$ cat src/rtl/multi_channel_fifo_pkg.sv
// Shared constants, per-channel status record and slice helper for the
// multi-channel FIFO controller.
package multi_channel_fifo_pkg;

  localparam int DEFAULT_WIDTH    = 8;
  localparam int DEFAULT_DEPTH    = 4;
  localparam int DEFAULT_CHANNELS = 4;

  // Wide enough for any practical per-channel occupancy.
  localparam int STATUS_LEVEL_W = 16;

  typedef struct packed {
    logic                      empty;
    logic                      full;
    logic [STATUS_LEVEL_W-1:0] level;
  } channel_status_t;

  // LSB of channel c inside a flattened level/space bus.
  function automatic int level_lsb(input int channel, input int depth_log2);
    return channel * (depth_log2 + 1);
  endfunction

endpackage

$ cat src/rtl/multi_channel_fifo_controller_pointers.sv
// Per-channel pointer pair with lap bits, flush load, occupancy and flags.
// Also holds the wrapping counter used for both pointers.
module advanced_wrapping_counter #(
  parameter int RANGE   = 4,
  parameter int LAP_BIT = 1,
  parameter int COUNT_W = $clog2(RANGE)
) (
  input  logic                       clock,
  input  logic                       resetn,
  input  logic                       load_enable,
  input  logic [COUNT_W+LAP_BIT-1:0] load_value,
  input  logic                       increment,
  output logic [COUNT_W+LAP_BIT-1:0] count
);

  localparam int TW = COUNT_W + LAP_BIT;

  logic [TW-1:0] count_q, count_d;

  // Load wins over increment; the local part wraps at RANGE-1 and bumps the lap.
  always_comb begin
    count_d = count_q;
    if (load_enable) begin
      count_d = load_value;
    end else if (increment) begin
      if (count_q[COUNT_W-1:0] == COUNT_W'(RANGE - 1)) begin
        count_d[COUNT_W-1:0]  = '0;
        count_d[TW-1:COUNT_W] = count_q[TW-1:COUNT_W] + LAP_BIT'(1);
      end else begin
        count_d = count_q + TW'(1);
      end
    end
  end

  // Counter state register.
  always_ff @(posedge clock or negedge resetn) begin
    if (!resetn) begin
      count_q <= '0;
    end else begin
      count_q <= count_d;
    end
  end

  assign count = count_q;

endmodule

module fifo_channel_pointers #(
  parameter int DEPTH      = 4,
  parameter int DEPTH_LOG2 = $clog2(DEPTH),
  parameter int LW         = DEPTH_LOG2 + 1
) (
  input  logic                  clock,
  input  logic                  resetn,
  input  logic                  flush,
  input  logic                  write_advance,
  input  logic                  read_advance,
  input  logic [LW-1:0]         lower_threshold_level,
  input  logic [LW-1:0]         upper_threshold_level,
  output logic [DEPTH_LOG2-1:0] write_address,
  output logic [DEPTH_LOG2-1:0] read_address,
  output logic                  empty,
  output logic                  full,
  output logic [LW-1:0]         level,
  output logic                  almost_empty,
  output logic                  almost_full,
  output logic                  half_empty,
  output logic                  half_full,
  output logic                  lower_threshold_status,
  output logic                  upper_threshold_status
);

  logic [LW-1:0] write_pointer, read_pointer;
  logic [LW-1:0] space_w;
  logic          same_lap;

  advanced_wrapping_counter #(.RANGE(DEPTH), .LAP_BIT(1), .COUNT_W(DEPTH_LOG2)) u_write_ptr (
    .clock       (clock),
    .resetn      (resetn),
    .load_enable (1'b0),
    .load_value  ('0),
    .increment   (write_advance),
    .count       (write_pointer)
  );

  // Flush snaps the read pointer onto the write pointer, emptying the queue.
  advanced_wrapping_counter #(.RANGE(DEPTH), .LAP_BIT(1), .COUNT_W(DEPTH_LOG2)) u_read_ptr (
    .clock       (clock),
    .resetn      (resetn),
    .load_enable (flush),
    .load_value  (write_pointer),
    .increment   (read_advance),
    .count       (read_pointer)
  );

  assign write_address = write_pointer[DEPTH_LOG2-1:0];
  assign read_address  = read_pointer[DEPTH_LOG2-1:0];
  assign same_lap      = (write_pointer[DEPTH_LOG2] == read_pointer[DEPTH_LOG2]);

  assign empty = (write_address == read_address) && same_lap;
  assign full  = (write_address == read_address) && !same_lap;

  // Occupancy: differing laps mean the write pointer has wrapped past the read pointer.
  always_comb begin
    if (same_lap) begin
      level = LW'(write_address) - LW'(read_address);
    end else begin
      level = LW'(write_address) + LW'(DEPTH) - LW'(read_address);
    end
  end

  assign space_w                = LW'(DEPTH) - level;
  assign almost_empty           = (level == LW'(1));
  assign almost_full            = (space_w == LW'(1));
  assign half_empty             = (level <= LW'(DEPTH / 2));
  assign half_full              = (space_w <= LW'(DEPTH / 2));
  assign lower_threshold_status = (level <= lower_threshold_level);
  assign upper_threshold_status = (level >= upper_threshold_level);

endmodule

$ cat src/rtl/multi_channel_fifo_controller.sv
// Multi-channel FIFO controller over one shared, statically partitioned
// memory: channel decode, address composition, error pulses, output muxing.
import multi_channel_fifo_pkg::*;

module multi_channel_fifo_controller #(
  parameter int WIDTH         = DEFAULT_WIDTH,
  parameter int DEPTH         = DEFAULT_DEPTH,
  parameter int CHANNELS      = DEFAULT_CHANNELS,
  parameter int DEPTH_LOG2    = $clog2(DEPTH),
  parameter int CHANNELS_LOG2 = $clog2(CHANNELS),
  parameter int ADDRESS_WIDTH = $clog2(CHANNELS * DEPTH)
) (
  input  logic                                clock,
  input  logic                                resetn,
  input  logic [CHANNELS-1:0]                 flush,
  input  logic                                write_enable,
  input  logic [CHANNELS_LOG2-1:0]            write_channel,
  input  logic [WIDTH-1:0]                    write_data,
  input  logic                                read_enable,
  input  logic [CHANNELS_LOG2-1:0]            read_channel,
  output logic [WIDTH-1:0]                    read_data,
  output logic [CHANNELS-1:0]                 empty,
  output logic [CHANNELS-1:0]                 not_empty,
  output logic [CHANNELS-1:0]                 almost_empty,
  output logic [CHANNELS-1:0]                 half_empty,
  output logic [CHANNELS-1:0]                 full,
  output logic [CHANNELS-1:0]                 not_full,
  output logic [CHANNELS-1:0]                 almost_full,
  output logic [CHANNELS-1:0]                 half_full,
  output logic                                write_miss,
  output logic                                read_error,
  output logic [CHANNELS*(DEPTH_LOG2+1)-1:0]  level,
  output logic [CHANNELS*(DEPTH_LOG2+1)-1:0]  space,
  input  logic [DEPTH_LOG2:0]                 lower_threshold_level,
  input  logic [DEPTH_LOG2:0]                 upper_threshold_level,
  output logic [CHANNELS-1:0]                 lower_threshold_status,
  output logic [CHANNELS-1:0]                 upper_threshold_status,
  output logic                                memory_clock,
  output logic                                memory_write_enable,
  output logic [ADDRESS_WIDTH-1:0]            memory_write_address,
  output logic [WIDTH-1:0]                    memory_write_data,
  output logic                                memory_read_enable,
  output logic [ADDRESS_WIDTH-1:0]            memory_read_address,
  input  logic [WIDTH-1:0]                    memory_read_data
);

  localparam int LW     = DEPTH_LOG2 + 1;
  localparam int CH_PAD = 1 << CHANNELS_LOG2;
  localparam logic [CHANNELS_LOG2:0] CH_COUNT = (CHANNELS_LOG2 + 1)'(CHANNELS);

  channel_status_t status [CHANNELS];

  logic [DEPTH_LOG2-1:0] wr_addr [CHANNELS];
  logic [DEPTH_LOG2-1:0] rd_addr [CHANNELS];
  logic [DEPTH_LOG2-1:0] wr_addr_sel, rd_addr_sel;

  // Padded to a power of two so any channel index selects a defined bit.
  logic [CH_PAD-1:0] empty_pad, full_pad, flush_pad;

  logic wr_valid, rd_valid, do_write, do_read;
  logic write_miss_q, write_miss_d, read_error_q, read_error_d;

  assign empty_pad = CH_PAD'(empty);
  assign full_pad  = CH_PAD'(full);
  assign flush_pad = CH_PAD'(flush);

  assign wr_valid = ({1'b0, write_channel} < CH_COUNT);
  assign rd_valid = ({1'b0, read_channel} < CH_COUNT);

  assign do_write = write_enable && wr_valid && !full_pad[write_channel] && !flush_pad[write_channel];
  assign do_read  = read_enable && rd_valid && !empty_pad[read_channel] && !flush_pad[read_channel];

  for (genvar c = 0; c < CHANNELS; c++) begin : g_channel
    logic          ch_empty, ch_full;
    logic [LW-1:0] ch_level;

    fifo_channel_pointers #(.DEPTH(DEPTH), .DEPTH_LOG2(DEPTH_LOG2)) u_pointers (
      .clock                  (clock),
      .resetn                 (resetn),
      .flush                  (flush[c]),
      .write_advance          (do_write && (write_channel == CHANNELS_LOG2'(c))),
      .read_advance           (do_read && (read_channel == CHANNELS_LOG2'(c))),
      .lower_threshold_level  (lower_threshold_level),
      .upper_threshold_level  (upper_threshold_level),
      .write_address          (wr_addr[c]),
      .read_address           (rd_addr[c]),
      .empty                  (ch_empty),
      .full                   (ch_full),
      .level                  (ch_level),
      .almost_empty           (almost_empty[c]),
      .almost_full            (almost_full[c]),
      .half_empty             (half_empty[c]),
      .half_full              (half_full[c]),
      .lower_threshold_status (lower_threshold_status[c]),
      .upper_threshold_status (upper_threshold_status[c])
    );

    assign status[c] = {ch_empty, ch_full, STATUS_LEVEL_W'(ch_level)};

    assign empty[c]     = status[c].empty;
    assign not_empty[c] = !status[c].empty;
    assign full[c]      = status[c].full;
    assign not_full[c]  = !status[c].full;
    assign level[level_lsb(c, DEPTH_LOG2) +: LW] = status[c].level[LW-1:0];
    assign space[level_lsb(c, DEPTH_LOG2) +: LW] = LW'(STATUS_LEVEL_W'(DEPTH) - status[c].level);
  end

  // Pick the local pointer addresses of the addressed write and read channels.
  always_comb begin
    wr_addr_sel = '0;
    rd_addr_sel = '0;
    for (int c = 0; c < CHANNELS; c++) begin
      if (write_channel == CHANNELS_LOG2'(c)) wr_addr_sel = wr_addr[c];
      if (read_channel == CHANNELS_LOG2'(c))  rd_addr_sel = rd_addr[c];
    end
  end

  assign memory_clock         = clock;
  assign memory_write_enable  = do_write;
  assign memory_write_address = ADDRESS_WIDTH'(write_channel) * ADDRESS_WIDTH'(DEPTH)
                              + ADDRESS_WIDTH'(wr_addr_sel);
  assign memory_write_data    = write_data;
  assign memory_read_enable   = rd_valid && !empty_pad[read_channel];
  assign memory_read_address  = ADDRESS_WIDTH'(read_channel) * ADDRESS_WIDTH'(DEPTH)
                              + ADDRESS_WIDTH'(rd_addr_sel);
  assign read_data            = memory_read_data;

  // Rejections are reported only when the channel is not being flushed.
  always_comb begin
    write_miss_d = write_enable &&
                   (!wr_valid || (full_pad[write_channel] && !flush_pad[write_channel]));
    read_error_d = read_enable &&
                   (!rd_valid || (empty_pad[read_channel] && !flush_pad[read_channel]));
  end

  // One-cycle error pulses registered from this cycle's request.
  always_ff @(posedge clock or negedge resetn) begin
    if (!resetn) begin
      write_miss_q <= 1'b0;
      read_error_q <= 1'b0;
    end else begin
      write_miss_q <= write_miss_d;
      read_error_q <= read_error_d;
    end
  end

  assign write_miss = write_miss_q;
  assign read_error = read_error_q;

endmodule

$ cat config.mk
export PLATFORM = sky130hd
export DESIGN_NAME = multi_channel_fifo_controller
export DESIGN_NICKNAME = d
export VERILOG_FILES = /design/src/rtl/multi_channel_fifo_pkg.sv /design/src/rtl/multi_channel_fifo_controller_pointers.sv /design/src/rtl/multi_channel_fifo_controller.sv
export SDC_FILE = /design/constraint.sdc
export NUM_CORES = 1
export LEC_CHECK = 0
export ABC_AREA = 1
export CORE_UTILIZATION = 40
export CTS_CLUSTER_SIZE = 30
export DETAILED_ROUTE_END_ITERATION = 6
export GPL_ROUTABILITY_DRIVEN = 1
export HOLD_SLACK_MARGIN = 0.15
export PLACE_DENSITY = 0.83
export SYNTH_ARGS = -nofsm -noshare
export SYNTH_HDL_FRONTEND = slang
export SYNTH_SLANG_ARGS = --single-unit
$ cat constraint.sdc
create_clock -name clock -period 6.75 [get_ports clock]
set_input_delay 1.35 -clock clock [delete_from_list [all_inputs] [get_ports clock]]
set_output_delay 1.35 -clock clock [all_outputs]
set_load 0.02 [all_outputs]
[Word level (Yosys, flattened, before mapping)]
Index checks and enable logic that the tools add are counted.
Operators by class
  reduce and logical (&&, ||, !) cells: 46
  multiplexer cells: 36
  $lt $le $gt $ge: 18
  $add $sub $neg: 38
  eq/ne operators: 30
Operator list (number)
  $mux 3: 20
  $add 3x1->3 const B: 8
  $eq 2x2->1 const B: 12
  $eq 3x1->1 const B: 8
  $le 3x2->1 const B: 8
  $logic_and 1x1->1: 24
  $sub 3x3->3 const A: 8
  $logic_not 1->1: 16
  $mux 2: 8
  $add 2x3->3 const B: 4
  $ge 3x3->1: 4
  $le 3x3->1: 4
  $sub 2x2->3: 4
  $sub 3x2->3: 4
  $add 1x1->1 const B: 8
  $add 4x2->4: 2
  $bmux 1 s2: 4
  $eq 2x2->1: 4
  $reduce_bool 2->1: 4
  $lt 2x3->1 const B: 2
  $eq 1x1->1: 4
  $eq 2x1->1 const B: 2
  $logic_not 2->1: 2
  $mux 1: 4
Storage, ports and cells
  output and inout bits: 93
  word-level logic and storage cells: 178
  bits in registers: 26

[Logic depth before layout (Yosys ltp)]
Gate-level depths: netlist of the first run.
  depth after elaboration: 10
  gate-level depth with buffers: 13
  mapped depth without buffers: 13

[Hierarchy]
A second synthesis of the first run with hierarchy kept.
Unflattened totals
  cells, all modules: 591
  area, all modules: 3664.8 µm²
Modules (own cells, without submodules)
  advanced_wrapping_counter: instances 8, sequential area each 75.1 µm², cells each 25, area an instance 171.4 µm²
  fifo_channel_pointers at g_channel[0].u_pointers ...: instances 3, sequential area each 0.0 µm², cells each 63, area an instance 377.9 µm²
  multi_channel_fifo_controller: instances 1, sequential area each 50.0 µm², cells each 138, area an instance 780.7 µm²
  fifo_channel_pointers at g_channel[3].u_pointers: instances 1, sequential area each 0.0 µm², cells each 64, area an instance 379.1 µm²

==> results.tsv, run 1 <==
stage	metric	value	unit
cts	post-CTS setup buffer count	0	
floorplan	Core Region	0.00872	sq mm
layout	fin nets	616	
layout	register area	651	sq um
cts	# hold bufs at CTS	0	
cts	CTS tree	done	
layout	Area growth syn-to-layout	20.4	%
layout	ant diodes	0	
drt	drt first pass iters	4	
timing	Hold Vio Cnt, Final	0	
yosys	synthesized flop and latch total	26	
cts	post-CTS sizing	0	
drt	routed vias	3118	
min_path	Hold/Removal Path Class	register to register	
global_routing	vias in the first global route	2991	
yosys	Async SR Flop Fraction	100	%
yosys	Synthesized Nets	572	
cts	Clk pin slew, worst setup/hold paths	80	ps
critical_path	worst path arrival time	4130	ps
critical_path	Critical-path top delay cell	clkdlybuf4s50_1	
drt	via density per instance	4.96	
yosys	cell area after synthesis	0.00359	sq mm
layout	most common cell after layout, fill and taps aside	nand2_1	
yosys	Yosys warnings	0	
yosys	post-synth top area share	19.5	%
timing	max_slew headroom	60.4	%
global_routing	total grt overflow	0	
floorplan	Die ar.	0.00937	sq mm
global_routing	global-route wire length before repair	13700	microns
placement	Port Buffers	94	
drt	DRC viols	0	
global_routing	Global Route Usage Sum	17.8	%
critical_path	CP top delay family	buffers and inverters	
critical_path	Worst EP required	5400	ps
timing	Final Slew Violations	0	
global_routing	initial antenna violation count	0	
timing	Final Skew	5.61	ps
critical_path	worst path cell trace	clkbuf_8 -> clkbuf_8 -> clkdlybuf4s50_1	
layout	Fillers	797	
floorplan	io pins	127	
critical_path	Largest stage delay, worst path	530	ps
layout	commonest cells after routing, fill and taps aside	121 x nand2_1, 94 x clkdlybuf4s50_1, 66 x inv_1	
drt	WL/cell	13.3	microns
status	status	finished, final reports clean	
layout	share of cells above drive strength 1	9.79	%
floorplan	Die H	96.8	microns
placement	dpl hpwl	6980	microns
critical_path	WP buf/inv	3	
yosys	synth top area cells	ha_1 19%, dfrtp_1 18%, nand2_1 13%, buf_4 12%, inv_1 6.9%	
timing	setup TNS	0	ps
job	max_cap viols	0	
yosys	count of different cell masters after synthesis	36	
layout	area of the multi-input gates	0.00222	sq mm
yosys	Post-synth EDFFs	0	
global_routing	largest net degree at the start of global routing	27	
critical_path	Startpoint Class	clock port	
critical_path	worst-path maximum fanout	2	
yosys	part of the Yosys area used for sequential elements	18.1	%
timing	Worst Tran Pin Value	592	ps
drt	DR iter-0 viols	110	
critical_path	CP endpoint kind	output port	
placement	final RePlAce weighted congestion	0.952	
critical_path	Crit Path Class	clock port to output port	
drt	post-route ant nets	0	
timing	Final setup viols	0	
floorplan	Die X	96.8	microns
floorplan	row count	34	
floorplan	Starting Density	41.2	%
timing	RSZ-0062 raised after global routing	false	
yosys	Cells after Synth	478	
yosys	main flop type after synthesis	dfrtp_1	
critical_path	Top cell by count, worst path	clkbuf_8	
drt	WL final	8380	microns
yosys	syn_area_per_cell	7.52	sq um
cts	Clock Latency Late Sink	380	ps
yosys	cell accounting for the most synthesized area	ha_1	
[worst register-to-register path: stages (launching register included)]
cell	delay (ps)
dfrtp_1	420
inv_1	110
ha_1	440
nand2_1	90
inv_1	80
nand3_1	150
nand2_1	160
nand4_4	260
nor4_1	360
[cells in the mapped netlist (4+ instances only)]
| master | count |
|---|---|
| nand2_1 | 121 |
| inv_1 | 66 |
| buf_4 | 58 |
| ha_1 | 56 |
| nand3_1 | 27 |
| dfrtp_1 | 26 |
| a21oi_1 | 17 |
| nand2_2 | 14 |
| nand4_1 | 13 |
| o21ai_0 | 13 |
| nor2_1 | 12 |
| inv_2 | 9 |
| xor2_1 | 7 |
| fa_1 | 4 |
| nand3_4 | 4 |
| o211ai_1 | 4 |
| xnor2_1 | 4 |
[final timing paths]
path / from / endpoint / slack [ps] / depth (start not counted)
min in group asynchronous: resetn / g_channel[0].u_pointers.u_write_ptr.count[2] / 1330 / 2
max in group asynchronous: resetn / g_channel[0].u_pointers.u_read_ptr.count[2] / 5170 / 2
min reg2reg: g_channel[1].u_pointers.u_write_ptr.count[0] / g_channel[1].u_pointers.u_write_ptr.count[0] / 570 / 2
max: clock / memory_clock / 1270 / 3
min: g_channel[1].u_pointers.u_write_ptr.count[0] / g_channel[1].u_pointers.u_write_ptr.count[0] / 570 / 2
max reg2reg: g_channel[1].u_pointers.u_write_ptr.count[0] / write_miss / 4560 / 8
[layer usage]
metal | part of all wire (%) | vias up | global-route usage (%) | wire length (microns)
li1 | - | 1555 | - | -
met1 | 44 | 1441 | 22.1 | 3670
met2 | 50 | 105 | 31.5 | 4160
met3 | 4.7 | 17 | 1.95 | 391
met4 | 1.9 | 0 | 6.66 | 158
met5 | 0 | - | 0 | 0
[logic make-up (layout without fill, tap and decap cells)]
logic type,Yosys count,in the layout,synth area share [%]
simple gates,203,203,28.2
buf+inv,134,177,20.3
fa+ha+maj,60,60,21.7
compound gates,39,39,6.44
flops,26,26,18.1
xor+xnor,16,16,5.26
[through the flow]
| stage | hold WS [ps] | worst slack, ps | cells | area (sq um) | utilization [%] |
|---|---|---|---|---|---|
| 2_1_floorplan | 500 | 1890 | 478 | 3590 | - |
| 6_report | 574 | 1270 | 629 | 4330 | 49.6 |
| 5_1_grt | 604 | 1260 | 629 | 4330 | 49.6 |
| 3_5_place_dp | 548 | 1520 | 622 | 4230 | 48.5 |
| 3_3_place_gp | 533 | 1520 | 622 | 4230 | 48.5 |
| 4_1_cts | 569 | 1260 | 629 | 4330 | 49.6 |
[state kept, by name, summed over array words and instances (netlist names)]
name / count
write_miss: 1
g_channel.u_pointers.u_write_ptr.count: 12
read_error: 1
g_channel.u_pointers.u_read_ptr.count: 12
[final cells by class]
| type | count | area share (%) |
|---|---|---|
| clock buffers | 8 | 2.46 |
| flip-flops and latches | 26 | 15.0 |
| multi-input cells | 318 | 51.2 |
| inverters | 75 | 6.50 |
| well taps | 108 | 3.12 |
| repair buffers | 94 | 21.7 |
Power of run 1 is not shown: default switching activity piles up to over one toggle a cycle in this logic, so the estimate is an artifact.
==> inputs of run 2 (changes only) <==
--- a/config.mk
+++ b/config.mk
@@ -11,7 +11,7 @@
 export DETAILED_ROUTE_END_ITERATION = 6
 export GPL_ROUTABILITY_DRIVEN = 1
 export HOLD_SLACK_MARGIN = 0.15
-export PLACE_DENSITY = 0.83
+export PLACE_DENSITY = 0.86
 export SYNTH_ARGS = -nofsm -noshare
 export SYNTH_HDL_FRONTEND = slang
 export SYNTH_SLANG_ARGS = --single-unit
==> constraint.sdc (replaced) <==
create_clock -name clock -period 5 [get_ports clock]
set_input_delay 1 -clock clock [delete_from_list [all_inputs] [get_ports clock]]
set_output_delay 1 -clock clock [all_outputs]
set_load 0.02 [all_outputs]
==> run 2 against run 1 <==
Net effect: non-clock buffer count stayed put; sequential cell count stayed put; setup slack worse by 530 ps; register-to-register slack worse by 1800 ps; critical path type unchanged; global-route usage hardly changed.
==> results.tsv, run 2 (synthesized netlist as in run 1, its figures left out) <==
stage	metric	value	unit	change
status	status	finished, final reports clean		
floorplan	Starting Density	41.2	%	unchanged
global_routing	initial antenna violation count	0		unchanged
placement	dpl cell area	0.00423	sq mm	unchanged
cts	post-CTS setup buffer count	0		unchanged
drt	DR iter-0 viols	92		-16%
critical_path	cells on worst reg2reg path	8		unchanged
timing	Worst Tran Pin Value	608	ps	+16.0 ps
floorplan	Die ar.	0.00937	sq mm	unchanged
job	max_cap viols	0		unchanged
drt	WL final	8240	microns	-1.7%
critical_path	Top cell by count, worst path	clkbuf_8		
critical_path	CP top delay family	buffers and inverters		
critical_path	Startpoint Class	clock port		
timing	Final Slew Violations	0		unchanged
timing	RSZ-0062 raised after global routing	false		
drt	routed vias	3102		-0.51%
layout	commonest cells after routing, fill and taps aside	121 x nand2_1, 94 x clkdlybuf4s50_1, 66 x inv_1		
drt	DRC viols	0		unchanged
critical_path	Worst EP required	4000	ps	-1400 ps
floorplan	Die H	96.8	microns	unchanged
layout	fin area	0.00431	sq mm	-0.32%
timing	Final setup viols	0		unchanged
global_routing	vias in the first global route	3004		+0.43%
critical_path	Largest stage delay, worst path	530	ps	about the same
floorplan	row count	34		unchanged
floorplan	io pins	127		unchanged
critical_path	Crit Path Class	clock port to output port		
cts	post-CTS sizing	0		unchanged
drt	via density per instance	4.94		-0.35%
critical_path	CP endpoint kind	output port		
layout	most common cell after layout, fill and taps aside	nand2_1		
global_routing	global-route wire length before repair	13600	microns	-0.45%
placement	Port Buffers	94		unchanged
critical_path	worst path arrival time	3250	ps	-880 ps
placement	dpl hpwl	6880	microns	-1.4%
min_path	Hold/Removal Path Class	register to register		
floorplan	Die X	96.8	microns	unchanged
timing	max_slew headroom	59.3	%	-1.1 points
timing	Final Skew	2.80	ps	-2.82 ps
drt	post-route ant nets	0		unchanged
timing	Hold Vio Cnt, Final	0		unchanged
critical_path	worst-path maximum fanout	2		unchanged
layout	ant diodes	0		unchanged
critical_path	worst path cell trace	clkbuf_8 -> clkbuf_8 -> clkdlybuf4s50_1		
min_path	Worst Hold Depth	2		unchanged
layout	post-layout util	49.5	%	-0.16 points
cts	Clk pin slew, worst setup/hold paths	90	ps	about the same
global_routing	largest net degree at the start of global routing	27		unchanged
drt	drt first pass iters	4		unchanged
floorplan	Core Region	0.00872	sq mm	unchanged
placement	final RePlAce weighted congestion	0.870		-8.6%
layout	Area growth syn-to-layout	20.0	%	
critical_path	WP buf/inv	3		unchanged
global_routing	total grt overflow	0		unchanged
global_routing	Global Route Usage Sum	17.7	%	-0.039 points
cts	Clock Latency Late Sink	380	ps	about the same
critical_path	Critical-path top delay cell	clkdlybuf4s50_1		
critical_path	Critical Path Stages	3		unchanged
layout	fin nets	616		unchanged
cts	# hold bufs at CTS	0		unchanged
layout	share of cells above drive strength 1	9.62	%	-0.17 points
timing	setup TNS	0	ps	unchanged
drt	WL/cell	13.1	microns	-1.5%
cts	CTS tree	done		
==> run 2: worst paths after layout <==
| path | endpoint | start | slack, ps |
|---|---|---|---|
| worst max-delay path | memory_clock | clock | 750 |
| worst min-delay path | g_channel[3].u_pointers.u_read_ptr.count[1] | g_channel[3].u_pointers.u_read_ptr.count[1] | 590 |
| worst max register to register | write_miss | g_channel[1].u_pointers.u_write_ptr.count[0] | 2740 |
| worst min register to register | g_channel[3].u_pointers.u_read_ptr.count[1] | g_channel[3].u_pointers.u_read_ptr.count[1] | 590 |
| max in group asynchronous | g_channel[0].u_pointers.u_read_ptr.count[1] | resetn | 3760 |
| min in group asynchronous | g_channel[3].u_pointers.u_write_ptr.count[1] | resetn | 980 |
==> run 2: final cells by class <==
cell class | instances | area [sq um]
clock buffer | 7 | 92.6
fill | 829 | 4410
inverter | 75 | 282
multi-input combinational | 318 | 2220
sequential | 26 | 651
tap | 108 | 135
timing repair buffer | 94 | 938
==> run 2: worst min-delay path, cell delays in order, from the launching register on <==
cell	delay [ps]
dfrtp_1	400
nand3_1	90
nand2_1	60
==> run 2: stage by stage <==
stage / setup slack (ps) / cells / hold WS (ps)
after detailed placement: 850 / 622 / 557
after global placement: 916 / 622 / 529
after CTS: 738 / 628 / 577
after global routing: 640 / 628 / 619
final: 745 / 628 / 586
after floorplan: 1370 / 478 / 500
==> run 2: layer usage <==
| layer | up-vias | track usage [%] | part of all wire [%] |
|---|---|---|---|
| met2 | 95 | 30.8 | 49 |
| met4 | 0 | 6.31 | 1.6 |
| met1 | 1441 | 22.0 | 45 |
| met5 | - | 0 | 0 |
| li1 | 1549 | - | - |
| met3 | 17 | 2.96 | 4.8 |
Power of run 2 is left out for the same reason.
==> inputs of run 3 (changes only) <==
--- a/config.mk
+++ b/config.mk
@@ -11,7 +11,7 @@
 export DETAILED_ROUTE_END_ITERATION = 6
 export GPL_ROUTABILITY_DRIVEN = 1
 export HOLD_SLACK_MARGIN = 0.15
-export PLACE_DENSITY = 0.86
+export PLACE_DENSITY = 0.8
 export SYNTH_ARGS = -nofsm -noshare
 export SYNTH_HDL_FRONTEND = slang
 export SYNTH_SLANG_ARGS = --single-unit
==> constraint.sdc (replaced) <==
create_clock -name clock -period 5 [get_ports clock]
set_input_delay 0.75 -clock clock [delete_from_list [all_inputs] [get_ports clock]]
set_output_delay 0.75 -clock clock [all_outputs]
set_load 0.02 [all_outputs]
==> run 3 against run 2 <==
Net effect: highest routed layer unchanged; critical path depth did not move; clock-buffer cell count rose by 1; core utilization rose by 0.16 points; non-clock buffer count did not move; final area rose by 0.32%; via count fell by 1.2%; wire length rose by 1.3%; sequential share of layout area barely moved; setup slack improved by 250 ps; sequential cell count did not move; critical endpoint unchanged; clock skew rose by 1.5 ps.
==> results.tsv, run 3 (synthesized netlist as in run 1, its figures left out) <==
stage	metric	value	unit	change
critical_path	CP top delay family	buffers and inverters		
cts	post-CTS sizing	0		unchanged
layout	commonest cells after routing, fill and taps aside	121 x nand2_1, 94 x clkdlybuf4s50_1, 66 x inv_1		
layout	ant diodes	0		unchanged
critical_path	Startpoint Class	clock port		
timing	WHS	573	ps	-12.2 ps
timing	setup TNS	0	ps	unchanged
drt	via density per instance	4.87		-1.3%
layout	most common cell after layout, fill and taps aside	nand2_1		
global_routing	vias in the first global route	3005		+0.033%
placement	final RePlAce weighted congestion	0.889		+2.2%
drt	routed vias	3066		-1.2%
global_routing	global-route wire length before repair	14100	microns	+3.1%
layout	fin area	0.00433	sq mm	+0.32%
cts	Clk pin slew, worst setup/hold paths	90	ps	about the same
layout	Final Non-Filler Cells	629		+0.16%
layout	fin nets	616		unchanged
drt	DRC viols	0		unchanged
floorplan	Starting Density	41.2	%	unchanged
critical_path	WP buf/inv	3		unchanged
status	status	finished, final reports clean		
timing	Final Skew	4.25	ps	+1.45 ps
global_routing	total grt overflow	0		unchanged
floorplan	Die X	96.8	microns	unchanged
layout	Fillers	848		+2.3%
critical_path	worst path arrival time	3250	ps	about the same
cts	post-CTS setup buffer count	0		unchanged
critical_path	Top cell by count, worst path	clkbuf_8		
timing	Final setup viols	0		unchanged
critical_path	worst reg2reg path startpoint	g_channel[1].u_pointers.u_write_ptr.count[0]		
timing	max_slew headroom	59.4	%	+0.067 points
placement	dpl cell area	0.00423	sq mm	unchanged
floorplan	Die H	96.8	microns	unchanged
drt	WL/cell	13.3	microns	+1.2%
layout	Area growth syn-to-layout	20.4	%	
critical_path	Largest stage delay, worst path	530	ps	about the same
job	max_cap viols	0		unchanged
timing	Worst Tran Pin Value	607	ps	-1.00 ps
critical_path	Critical-path top delay cell	clkdlybuf4s50_1		
cts	Clock Latency Late Sink	380	ps	about the same
drt	WL final	8360	microns	+1.3%
timing	RSZ-0062 raised after global routing	false		
timing	Final Slew Violations	0		unchanged
critical_path	Crit Path Class	clock port to output port		
critical_path	worst-path maximum fanout	2		unchanged
global_routing	largest net degree at the start of global routing	27		unchanged
critical_path	Worst EP required	4250	ps	+250 ps
critical_path	worst path cell trace	clkbuf_8 -> clkbuf_8 -> clkdlybuf4s50_1		
timing	Hold Vio Cnt, Final	0		unchanged
drt	post-route ant nets	0		unchanged
global_routing	Global Route Usage Sum	18.1	%	+0.40 points
floorplan	io pins	127		unchanged
critical_path	Critical Path Source	clock		
placement	dpl hpwl	6990	microns	+1.6%
min_path	Hold Path Origin	g_channel[0].u_pointers.u_write_ptr.count[0]		
critical_path	CP endpoint kind	output port		
placement	Cells after DPL	622		unchanged
floorplan	row count	34		unchanged
layout	share of cells above drive strength 1	9.79	%	+0.17 points
global_routing	initial antenna violation count	0		unchanged
min_path	Hold/Removal Path Class	register to register		
floorplan	Core Region	0.00872	sq mm	unchanged
drt	drt first pass iters	4		unchanged
floorplan	Die ar.	0.00937	sq mm	unchanged
placement	Port Buffers	94		unchanged
drt	DR iter-0 viols	94		+2.2%
cts	CTS tree	done		
cts	# hold bufs at CTS	0		unchanged
run 3: changes by cell type in the layout (fill, tap and decap cells not counted), sizes merged:
| cell | change |
|---|---|
| clkbuf | +1 |
run 3: layer usage:
layer	GRT usage (%)	up-vias	wire length [microns]
met5	0	-	0
met4	4.94	0	93
met3	2.67	13	459
met2	32.6	93	4180
met1	22.4	1409	3620
li1	-	1551	-
run 3: final timing paths:
| kind | depth (start not counted) | endpoint | slack [ps] |
|---|---|---|---|
| worst max-delay path | 3 | memory_clock | 1000 |
| worst min-delay path | 2 | g_channel[0].u_pointers.u_write_ptr.count[0] | 570 |
| worst max register to register | 10 | g_channel[3].u_pointers.u_write_ptr.count[0] | 2830 |
| worst min register to register | 2 | g_channel[0].u_pointers.u_write_ptr.count[0] | 570 |
| max in group asynchronous | 2 | g_channel[0].u_pointers.u_read_ptr.count[0] | 4000 |
| min in group asynchronous | 2 | write_miss | 740 |
run 3: worst reg2reg max path, stage by stage, from the launching register on:
cell and delay, ps:
dfrtp_1 430, inv_1 100, ha_1 440, nand2_1 90, inv_1 80, nand3_1 160
nand2_1 160, nand4_4 260, and2_4 240, nand2_1 50, nand2_1 50
run 3: layout make-up:
| type | count | area [sq um] | share of cell area, % |
|---|---|---|---|
| multi-input combinational | 318 | 2220 | 51.2 |
| timing repair buffer | 94 | 938 | 21.7 |
| sequential | 26 | 651 | 15.0 |
| inverter | 75 | 282 | 6.50 |
| tap | 108 | 135 | 3.12 |
| clock buffer | 8 | 106 | 2.46 |
run 3: through the flow:
step / utilization (%) / worst slack (ps)
global placement: 48.5 / 1240
CTS: 49.6 / 992
floorplan: - / 1620
finish: 49.6 / 1000
detailed placement: 48.5 / 1240
global route: 49.6 / 863
Power of run 3 is left out for the same reason.
